### src/rtl/operand_stage_if.sv
// operand_stage_if -- bundle of every non-clock signal of operand_stage.
//   command side : cmdValid/cmdReady handshake, register addresses,
//                  opcode fields, immediate, write/flag enables
//   ALU side     : operand1/2, carryIn, operationType/operation out;
//                  result, carryOut/zeroOut/negativeOut back (combinational ALU)
//   status       : flagC/Z/N, done pulse
//   debug        : dbgAddr -> dbgData combinational register read
// slave  = the operand stage itself; master = command source + ALU + debug reader.
interface operand_stage_if #(
  parameter int DATA_WIDTH     = 16,
  parameter int REG_ADDR_WIDTH = 3
);
  logic                      cmdValid;
  logic                      cmdReady;
  logic [REG_ADDR_WIDTH-1:0] cmdDst;
  logic [REG_ADDR_WIDTH-1:0] cmdSrc1;
  logic [REG_ADDR_WIDTH-1:0] cmdSrc2;
  logic [2:0]                cmdOperationType;
  logic [2:0]                cmdOperation;
  logic                      cmdUseImm;
  logic [DATA_WIDTH-1:0]     cmdImmediate;
  logic                      cmdWriteEnable;
  logic                      cmdFlagEnable;

  logic [DATA_WIDTH-1:0]     operand1;
  logic [DATA_WIDTH-1:0]     operand2;
  logic                      carryIn;
  logic [2:0]                operationType;
  logic [2:0]                operation;
  logic [DATA_WIDTH-1:0]     result;
  logic                      carryOut;
  logic                      zeroOut;
  logic                      negativeOut;

  logic                      flagC;
  logic                      flagZ;
  logic                      flagN;
  logic                      done;

  logic [REG_ADDR_WIDTH-1:0] dbgAddr;
  logic [DATA_WIDTH-1:0]     dbgData;

  modport slave (
    input  cmdValid, cmdDst, cmdSrc1, cmdSrc2, cmdOperationType, cmdOperation,
           cmdUseImm, cmdImmediate, cmdWriteEnable, cmdFlagEnable,
           result, carryOut, zeroOut, negativeOut, dbgAddr,
    output cmdReady, operand1, operand2, carryIn, operationType, operation,
           flagC, flagZ, flagN, done, dbgData
  );

  modport master (
    output cmdValid, cmdDst, cmdSrc1, cmdSrc2, cmdOperationType, cmdOperation,
           cmdUseImm, cmdImmediate, cmdWriteEnable, cmdFlagEnable,
           result, carryOut, zeroOut, negativeOut, dbgAddr,
    input  cmdReady, operand1, operand2, carryIn, operationType, operation,
           flagC, flagZ, flagN, done, dbgData
  );
endinterface

### src/rtl/operand_stage.sv
// operand_stage -- register file + operand fetch / writeback sequencer for
// an external combinational ALU.
// Ports:
//   clk   : rising-edge clock
//   reset : asynchronous active-high reset
//   bus   : operand_stage_if.slave (command, ALU, flags, done, debug read)
//
// state | meaning
// IDLE  | cmdReady=1, waiting for a command
// EXEC  | operands presented to the ALU, result settles
// WRITE | sampled result/flags held, done=1, commit on leaving
module operand_stage #(
  parameter int DATA_WIDTH     = 16,
  parameter int REG_ADDR_WIDTH = 3
) (
  input  logic            clk,
  input  logic            reset,
  operand_stage_if.slave  bus
);
  localparam int NUM_REGS = 2 ** REG_ADDR_WIDTH;

  typedef enum logic [1:0] {IDLE, EXEC, WRITE} state_e;

  state_e                    state_q, state_d;
  logic                      accept;

  logic [DATA_WIDTH-1:0]     regs_q [NUM_REGS];
  logic [DATA_WIDTH-1:0]     op1_q, op2_q;
  logic                      cin_q;
  logic [2:0]                optype_q, op_q;
  logic [REG_ADDR_WIDTH-1:0] dst_q;
  logic                      we_q, fe_q;
  logic [DATA_WIDTH-1:0]     res_q;
  logic                      res_c_q, res_z_q, res_n_q;
  logic                      flag_c_q, flag_z_q, flag_n_q;

  always_ff @(posedge clk or posedge reset) begin
    if (reset) state_q <= IDLE;
    else       state_q <= state_d;
  end

  always_comb begin
    state_d      = state_q;
    accept       = 1'b0;
    bus.cmdReady = 1'b0;
    bus.done     = 1'b0;
    case (state_q)
      IDLE: begin
        bus.cmdReady = 1'b1;
        if (bus.cmdValid) begin
          accept  = 1'b1;
          state_d = EXEC;
        end
      end
      EXEC:    state_d = WRITE;
      WRITE: begin
        bus.done = 1'b1;
        state_d  = IDLE;
      end
      default: state_d = IDLE;
    endcase
  end

  // Operands and the writeback controls are captured together at accept so
  // the source may move on to its next command immediately.
  always_ff @(posedge clk or posedge reset) begin
    if (reset) begin
      op1_q    <= '0;
      op2_q    <= '0;
      cin_q    <= 1'b0;
      optype_q <= '0;
      op_q     <= '0;
      dst_q    <= '0;
      we_q     <= 1'b0;
      fe_q     <= 1'b0;
    end else if (accept) begin
      op1_q    <= bus.cmdUseImm ? bus.cmdImmediate : regs_q[bus.cmdSrc1];
      op2_q    <= regs_q[bus.cmdSrc2];
      cin_q    <= flag_c_q;
      optype_q <= bus.cmdOperationType;
      op_q     <= bus.cmdOperation;
      dst_q    <= bus.cmdDst;
      we_q     <= bus.cmdWriteEnable;
      fe_q     <= bus.cmdFlagEnable;
    end
  end

  always_ff @(posedge clk or posedge reset) begin
    if (reset) begin
      res_q   <= '0;
      res_c_q <= 1'b0;
      res_z_q <= 1'b0;
      res_n_q <= 1'b0;
    end else if (state_q == EXEC) begin
      res_q   <= bus.result;
      res_c_q <= bus.carryOut;
      res_z_q <= bus.zeroOut;
      res_n_q <= bus.negativeOut;
    end
  end

  // Commit happens on leaving WRITE; a reset in EXEC/WRITE therefore never
  // reaches this point and the command leaves no trace.
  always_ff @(posedge clk or posedge reset) begin
    if (reset) begin
      for (int i = 0; i < NUM_REGS; i++) regs_q[i] <= '0;
      flag_c_q <= 1'b0;
      flag_z_q <= 1'b0;
      flag_n_q <= 1'b0;
    end else if (state_q == WRITE) begin
      if (we_q) regs_q[dst_q] <= res_q;
      if (fe_q) begin
        flag_c_q <= res_c_q;
        flag_z_q <= res_z_q;
        flag_n_q <= res_n_q;
      end
    end
  end

  assign bus.operand1      = op1_q;
  assign bus.operand2      = op2_q;
  assign bus.carryIn       = cin_q;
  assign bus.operationType = optype_q;
  assign bus.operation     = op_q;
  assign bus.flagC         = flag_c_q;
  assign bus.flagZ         = flag_z_q;
  assign bus.flagN         = flag_n_q;
  assign bus.dbgData       = regs_q[bus.dbgAddr];
endmodule
### src/flat_wrapper.sv
// flat-port wrapper written by rule: the top's interface ports become plain ports
module operand_stage_flat 
#(
  parameter int DATA_WIDTH     = 16,
  parameter int REG_ADDR_WIDTH = 3
)
  (clk, reset, bus_cmdValid, bus_cmdDst, bus_cmdSrc1, bus_cmdSrc2, bus_cmdOperationType, bus_cmdOperation, bus_cmdUseImm, bus_cmdImmediate, bus_cmdWriteEnable, bus_cmdFlagEnable, bus_result, bus_carryOut, bus_zeroOut, bus_negativeOut, bus_dbgAddr, bus_cmdReady, bus_operand1, bus_operand2, bus_carryIn, bus_operationType, bus_operation, bus_flagC, bus_flagZ, bus_flagN, bus_done, bus_dbgData);
  operand_stage_if #(.DATA_WIDTH(DATA_WIDTH), .REG_ADDR_WIDTH(REG_ADDR_WIDTH)) bus_i ();
  input  logic clk;
  input  logic reset;
  input wire logic [$bits(bus_i.cmdValid)-1:0] bus_cmdValid;
  input wire logic [$bits(bus_i.cmdDst)-1:0] bus_cmdDst;
  input wire logic [$bits(bus_i.cmdSrc1)-1:0] bus_cmdSrc1;
  input wire logic [$bits(bus_i.cmdSrc2)-1:0] bus_cmdSrc2;
  input wire logic [$bits(bus_i.cmdOperationType)-1:0] bus_cmdOperationType;
  input wire logic [$bits(bus_i.cmdOperation)-1:0] bus_cmdOperation;
  input wire logic [$bits(bus_i.cmdUseImm)-1:0] bus_cmdUseImm;
  input wire logic [$bits(bus_i.cmdImmediate)-1:0] bus_cmdImmediate;
  input wire logic [$bits(bus_i.cmdWriteEnable)-1:0] bus_cmdWriteEnable;
  input wire logic [$bits(bus_i.cmdFlagEnable)-1:0] bus_cmdFlagEnable;
  input wire logic [$bits(bus_i.result)-1:0] bus_result;
  input wire logic [$bits(bus_i.carryOut)-1:0] bus_carryOut;
  input wire logic [$bits(bus_i.zeroOut)-1:0] bus_zeroOut;
  input wire logic [$bits(bus_i.negativeOut)-1:0] bus_negativeOut;
  input wire logic [$bits(bus_i.dbgAddr)-1:0] bus_dbgAddr;
  output wire logic [$bits(bus_i.cmdReady)-1:0] bus_cmdReady;
  output wire logic [$bits(bus_i.operand1)-1:0] bus_operand1;
  output wire logic [$bits(bus_i.operand2)-1:0] bus_operand2;
  output wire logic [$bits(bus_i.carryIn)-1:0] bus_carryIn;
  output wire logic [$bits(bus_i.operationType)-1:0] bus_operationType;
  output wire logic [$bits(bus_i.operation)-1:0] bus_operation;
  output wire logic [$bits(bus_i.flagC)-1:0] bus_flagC;
  output wire logic [$bits(bus_i.flagZ)-1:0] bus_flagZ;
  output wire logic [$bits(bus_i.flagN)-1:0] bus_flagN;
  output wire logic [$bits(bus_i.done)-1:0] bus_done;
  output wire logic [$bits(bus_i.dbgData)-1:0] bus_dbgData;
  assign bus_i.cmdValid = bus_cmdValid;
  assign bus_i.cmdDst = bus_cmdDst;
  assign bus_i.cmdSrc1 = bus_cmdSrc1;
  assign bus_i.cmdSrc2 = bus_cmdSrc2;
  assign bus_i.cmdOperationType = bus_cmdOperationType;
  assign bus_i.cmdOperation = bus_cmdOperation;
  assign bus_i.cmdUseImm = bus_cmdUseImm;
  assign bus_i.cmdImmediate = bus_cmdImmediate;
  assign bus_i.cmdWriteEnable = bus_cmdWriteEnable;
  assign bus_i.cmdFlagEnable = bus_cmdFlagEnable;
  assign bus_i.result = bus_result;
  assign bus_i.carryOut = bus_carryOut;
  assign bus_i.zeroOut = bus_zeroOut;
  assign bus_i.negativeOut = bus_negativeOut;
  assign bus_i.dbgAddr = bus_dbgAddr;
  assign bus_cmdReady = bus_i.cmdReady;
  assign bus_operand1 = bus_i.operand1;
  assign bus_operand2 = bus_i.operand2;
  assign bus_carryIn = bus_i.carryIn;
  assign bus_operationType = bus_i.operationType;
  assign bus_operation = bus_i.operation;
  assign bus_flagC = bus_i.flagC;
  assign bus_flagZ = bus_i.flagZ;
  assign bus_flagN = bus_i.flagN;
  assign bus_done = bus_i.done;
  assign bus_dbgData = bus_i.dbgData;
  operand_stage #(.DATA_WIDTH(DATA_WIDTH), .REG_ADDR_WIDTH(REG_ADDR_WIDTH)) u_core (.clk(clk), .reset(reset), .bus(bus_i));
endmodule
### config.mk
export PLATFORM = sky130hd
export DESIGN_NAME = operand_stage_flat
export DESIGN_NICKNAME = d
export VERILOG_FILES = /design/src/rtl/operand_stage_if.sv /design/src/rtl/operand_stage.sv /design/src/flat_wrapper.sv
export SDC_FILE = /design/constraint.sdc
export NUM_CORES = 1
export LEC_CHECK = 0
export ABC_AREA = 1
export BUFFER_PORTS_ARGS = -buffer_cell sky130_fd_sc_hd__buf_2
export CAP_MARGIN = 20
export CORE_ASPECT_RATIO = 0.7
export CORE_UTILIZATION = 35
export DETAILED_ROUTE_END_ITERATION = 8
export SYNTH_ARGS = -nofsm -noshare
export SYNTH_HDL_FRONTEND = slang
export SYNTH_SLANG_ARGS = --single-unit
### constraint.sdc
create_clock -name clk -period 6.6 [get_ports clk]
set_input_delay 0.33 -clock clk [delete_from_list [all_inputs] [get_ports clk]]
set_output_delay 0.33 -clock clk [all_outputs]
set_load 0.01 [all_outputs]
==> flow_metrics.tcl <==
set metrics [dict create \
    status "completed" \
    syn_to_final_growth_pct 13.54 \
    io-pin-count 119 \
    die-height_um 148.1 \
    dpl.hpwl_mm 23.12 \
    die_w_um 210.6 \
    fmax_mhz 365.3 \
    finalCritPeriodShare 0.4147 \
    ff_latch_area_um2 4905 \
    syn_nets 1547 \
    grtUsageTotal 0.2357 \
    avgSynthCellArea_um2 7.167 \
    cts.reportedPaths.clkPinSlew_ps 70 \
    vias_per_cell 5.280 \
    fin_tns_setup_ps 0 \
    ys_seq_area_frac 0.4599 \
    fill_cells 3155 \
    cts_setup_buffers 0 \
    maxCapViolCount 0 \
    cp_max_fo 86 \
    crit_slowest_cell "buf_4" \
    tightest_slew_ps 957.3 \
    synthesis.area_um2 10670 \
    wl_per_cell_um 18.52 \
    critical_path_class "input port to primary output" \
    final_hold_viol_count 0 \
    critPathLaunchType "input port" \
    io_buffers 118 \
    final_nets 1591 \
    clk_path_buf_depth 2 \
    start_util 0.3558 \
    cts_hold_buf 0 \
    fin_util 0.4040 \
    synth_warnings 0 \
    synth_cell_types 23 \
    num_rows 53 \
    power_density_nw_per_um2 357.9 \
    antenna_found_initial 0 \
    crit_chain "buf_2 -> buf_4 -> inv_2 -> a21oi_1 -> o21ai_0 -> nand3_1 -> o21a_1 -> buf_2" \
    skew_ps 17.70 \
    fin_crit_ps 2737 \
    cts_sinks 196 \
    slew_violations 0 \
    cpMostUsedCell "buf_2" \
    crit_family "buffers and inverters" \
    synth_cells 1488 \
    cts_tree "built" \
    numCtsBuffers 17 \
    rsz0062_at_grt "false" \
    synth.area.top_cells "dfrtp_1 (46%), nand2_1 (15%), o21ai_0 (11%), nand3_1 (7.6%), a21oi_1 (5.0%)" \
    grt_pass1_wl_mm 56.34 \
    root_buffer "clkbuf_16" \
    overflow 0 \
    drtPass1Iterations 5 \
    wl_mm 36.25 \
    post_cts_resized 0 \
    grt_max_degree 128 \
    die-area_um2 31190 \
    endpoint_kind "primary output" \
    clkLatencyLatePin_ps 460 \
    max_stage_delay_ps 590 \
    vias 10340 \
    yosysTopAreaCell "dfrtp_1" \
    ys_ff_latch 196 \
    synth_largest_type_area_fraction 0.4599 \
    multi_input_area_um2 4885 \
    peakVddDrop_mv 0.1647 \
    htreeDepth 4 \
    core_um2 29970 \
    gp_congestion 0.8734 \
    drt-initial-drc-count 1258 \
    max_slew_margin 0.3611 \
    worst-path-buf-inv 4 \
    grt_pass1_vias 9367 \
    power_leakage_uw 0.005633 \
    cp.arrival_ps 2410 \
    drive_above_1_share 0.1172 \
    hold_path.class "input port to async pin" \
    ant_nets 0 \
    drc_errors 0 \
    cp.required_ps 6270 \
    setup_viol 0 \
]
-- stage by stage --
| step | area [um^2] | hold WS, ps | instances | total power (uW) | setup slack (ps) |
|---|---|---|---|---|---|
| floorplan | 10670 | 438.0 | 1488 | 2667 | 929.4 |
| global placement | 11420 | 455.7 | 1924 | 3110 | 3877 |
| detailed placement | 11420 | 460.3 | 1924 | 3135 | 3832 |
| CTS | 12090 | 60.85 | 1956 | 4324 | 3908 |
| global route | 12110 | 67.06 | 1957 | 4620 | 3687 |
| finish | 12110 | 71.16 | 1958 | 4334 | 3863 |
-- worst paths after layout --
kind / from / end / slack, ps / cells past startpoint
max: bus_dbgAddr[0] / bus_dbgData[13] / 3860 / 8
min: reset / u_core.regs_q[104] / 70 / 2
max reg2reg: u_core.state_q[1] / u_core.bus.operand2[3] / 4300 / 6
min reg2reg: u_core.bus.operand2[9] / u_core.bus.operand2[9] / 480 / 2
max in group asynchronous: reset / u_core.regs_q[92] / 5040 / 3
min in group clk: bus_cmdOperation[2] / u_core.bus.operation[2] / 70 / 3
-- report_power, final --
group / switching, uW / internal [uW] / total (uW) / leakage, uW
Sequential: 374 / 1600 / 1970 / 0.00256
Combinational: 750 / 426 / 1180 / 0.00276
Clock: 500 / 689 / 1190 / 0.000315
-- worst register-to-register path, delay by kind of cell (launching register included) --
family	cells	cell delay, ps
simple gates	4	810
buf+inv	2	1020
flops	1	410
-- area by class of cell --
cell class,count,share of cell area
sequential,196,0.4050
timing repair buffer,132,0.05869
clock buffer,18,0.03627
antenna,1,0.0002067
inverter,112,0.03534
tap,412,0.04257
multi-input combinational,1073,0.4034
clock inverter,14,0.01850
-- cell families (layout without fill, tap and decap cells) --
logic type	after synthesis	after routing	synth area share
simple gates	683	683	0.2642
compound gates	388	388	0.1910
buf+inv	219	276	0.08283
flops	196	196	0.4599
mux	2	2	0.002112
other cells	0	1	0
-- cells in the final DEF, fill, tap and decap left out, types with 2 or more instances in the layout --
master and count:
o21ai_0 237, inv_1 106, buf_2 117, nand2_1 425, buf_4 14, clkinv_4 2, bufinv_16 5, o21a_1 6
clkinvlp_4 3, clkbuf_16 17, dfrtp_1 196, inv_6 2, o211ai_1 32, mux2_2 2, nor2_2 2, nand3_1 163
o21ai_1 6, clkinv_1 2, a21oi_1 107, nor2_4 4, inv_8 2, inv_2 3, nand2_2 3, nor2_1 83
-- synth_stat cells, drive strengths merged --
library cell / n
nand2: 428
or2: 1
dfrtp: 196
o211ai: 32
a21oi: 107
nand4: 1
o21ai: 243
clkbuf: 62
nand3: 163
buf: 45
clkinv: 2
mux2: 2
nor2: 89
o21a: 6
and3: 1
inv: 110
-- flip-flops by register name, summed over array words and instances, names as in the netlist --
register and flops:
u_core.regs_q 128, u_core.bus.operand1 16, u_core.bus.operand2 16, u_core.res_q 16
u_core.bus.operationType 3, u_core.bus.operation 3, u_core.dst_q 3, u_core.state_q 2
u_core.bus.carryIn 1, u_core.bus.flagC 1, u_core.bus.flagN 1, u_core.bus.flagZ 1
u_core.fe_q 1, u_core.res_c_q 1, u_core.res_n_q 1, u_core.res_z_q 1
u_core.we_q 1
-- per-layer routing --
layer / track usage / share of wire / up-vias
met5: 0 / 0 / -
met4: 0.07754 / 0.024 / 0
met3: 0.06567 / 0.11 / 66
met2: 0.3175 / 0.40 / 519
met1: 0.3572 / 0.47 / 4782
li1: - / - / 4971
(Power assumes the default switching activity.)
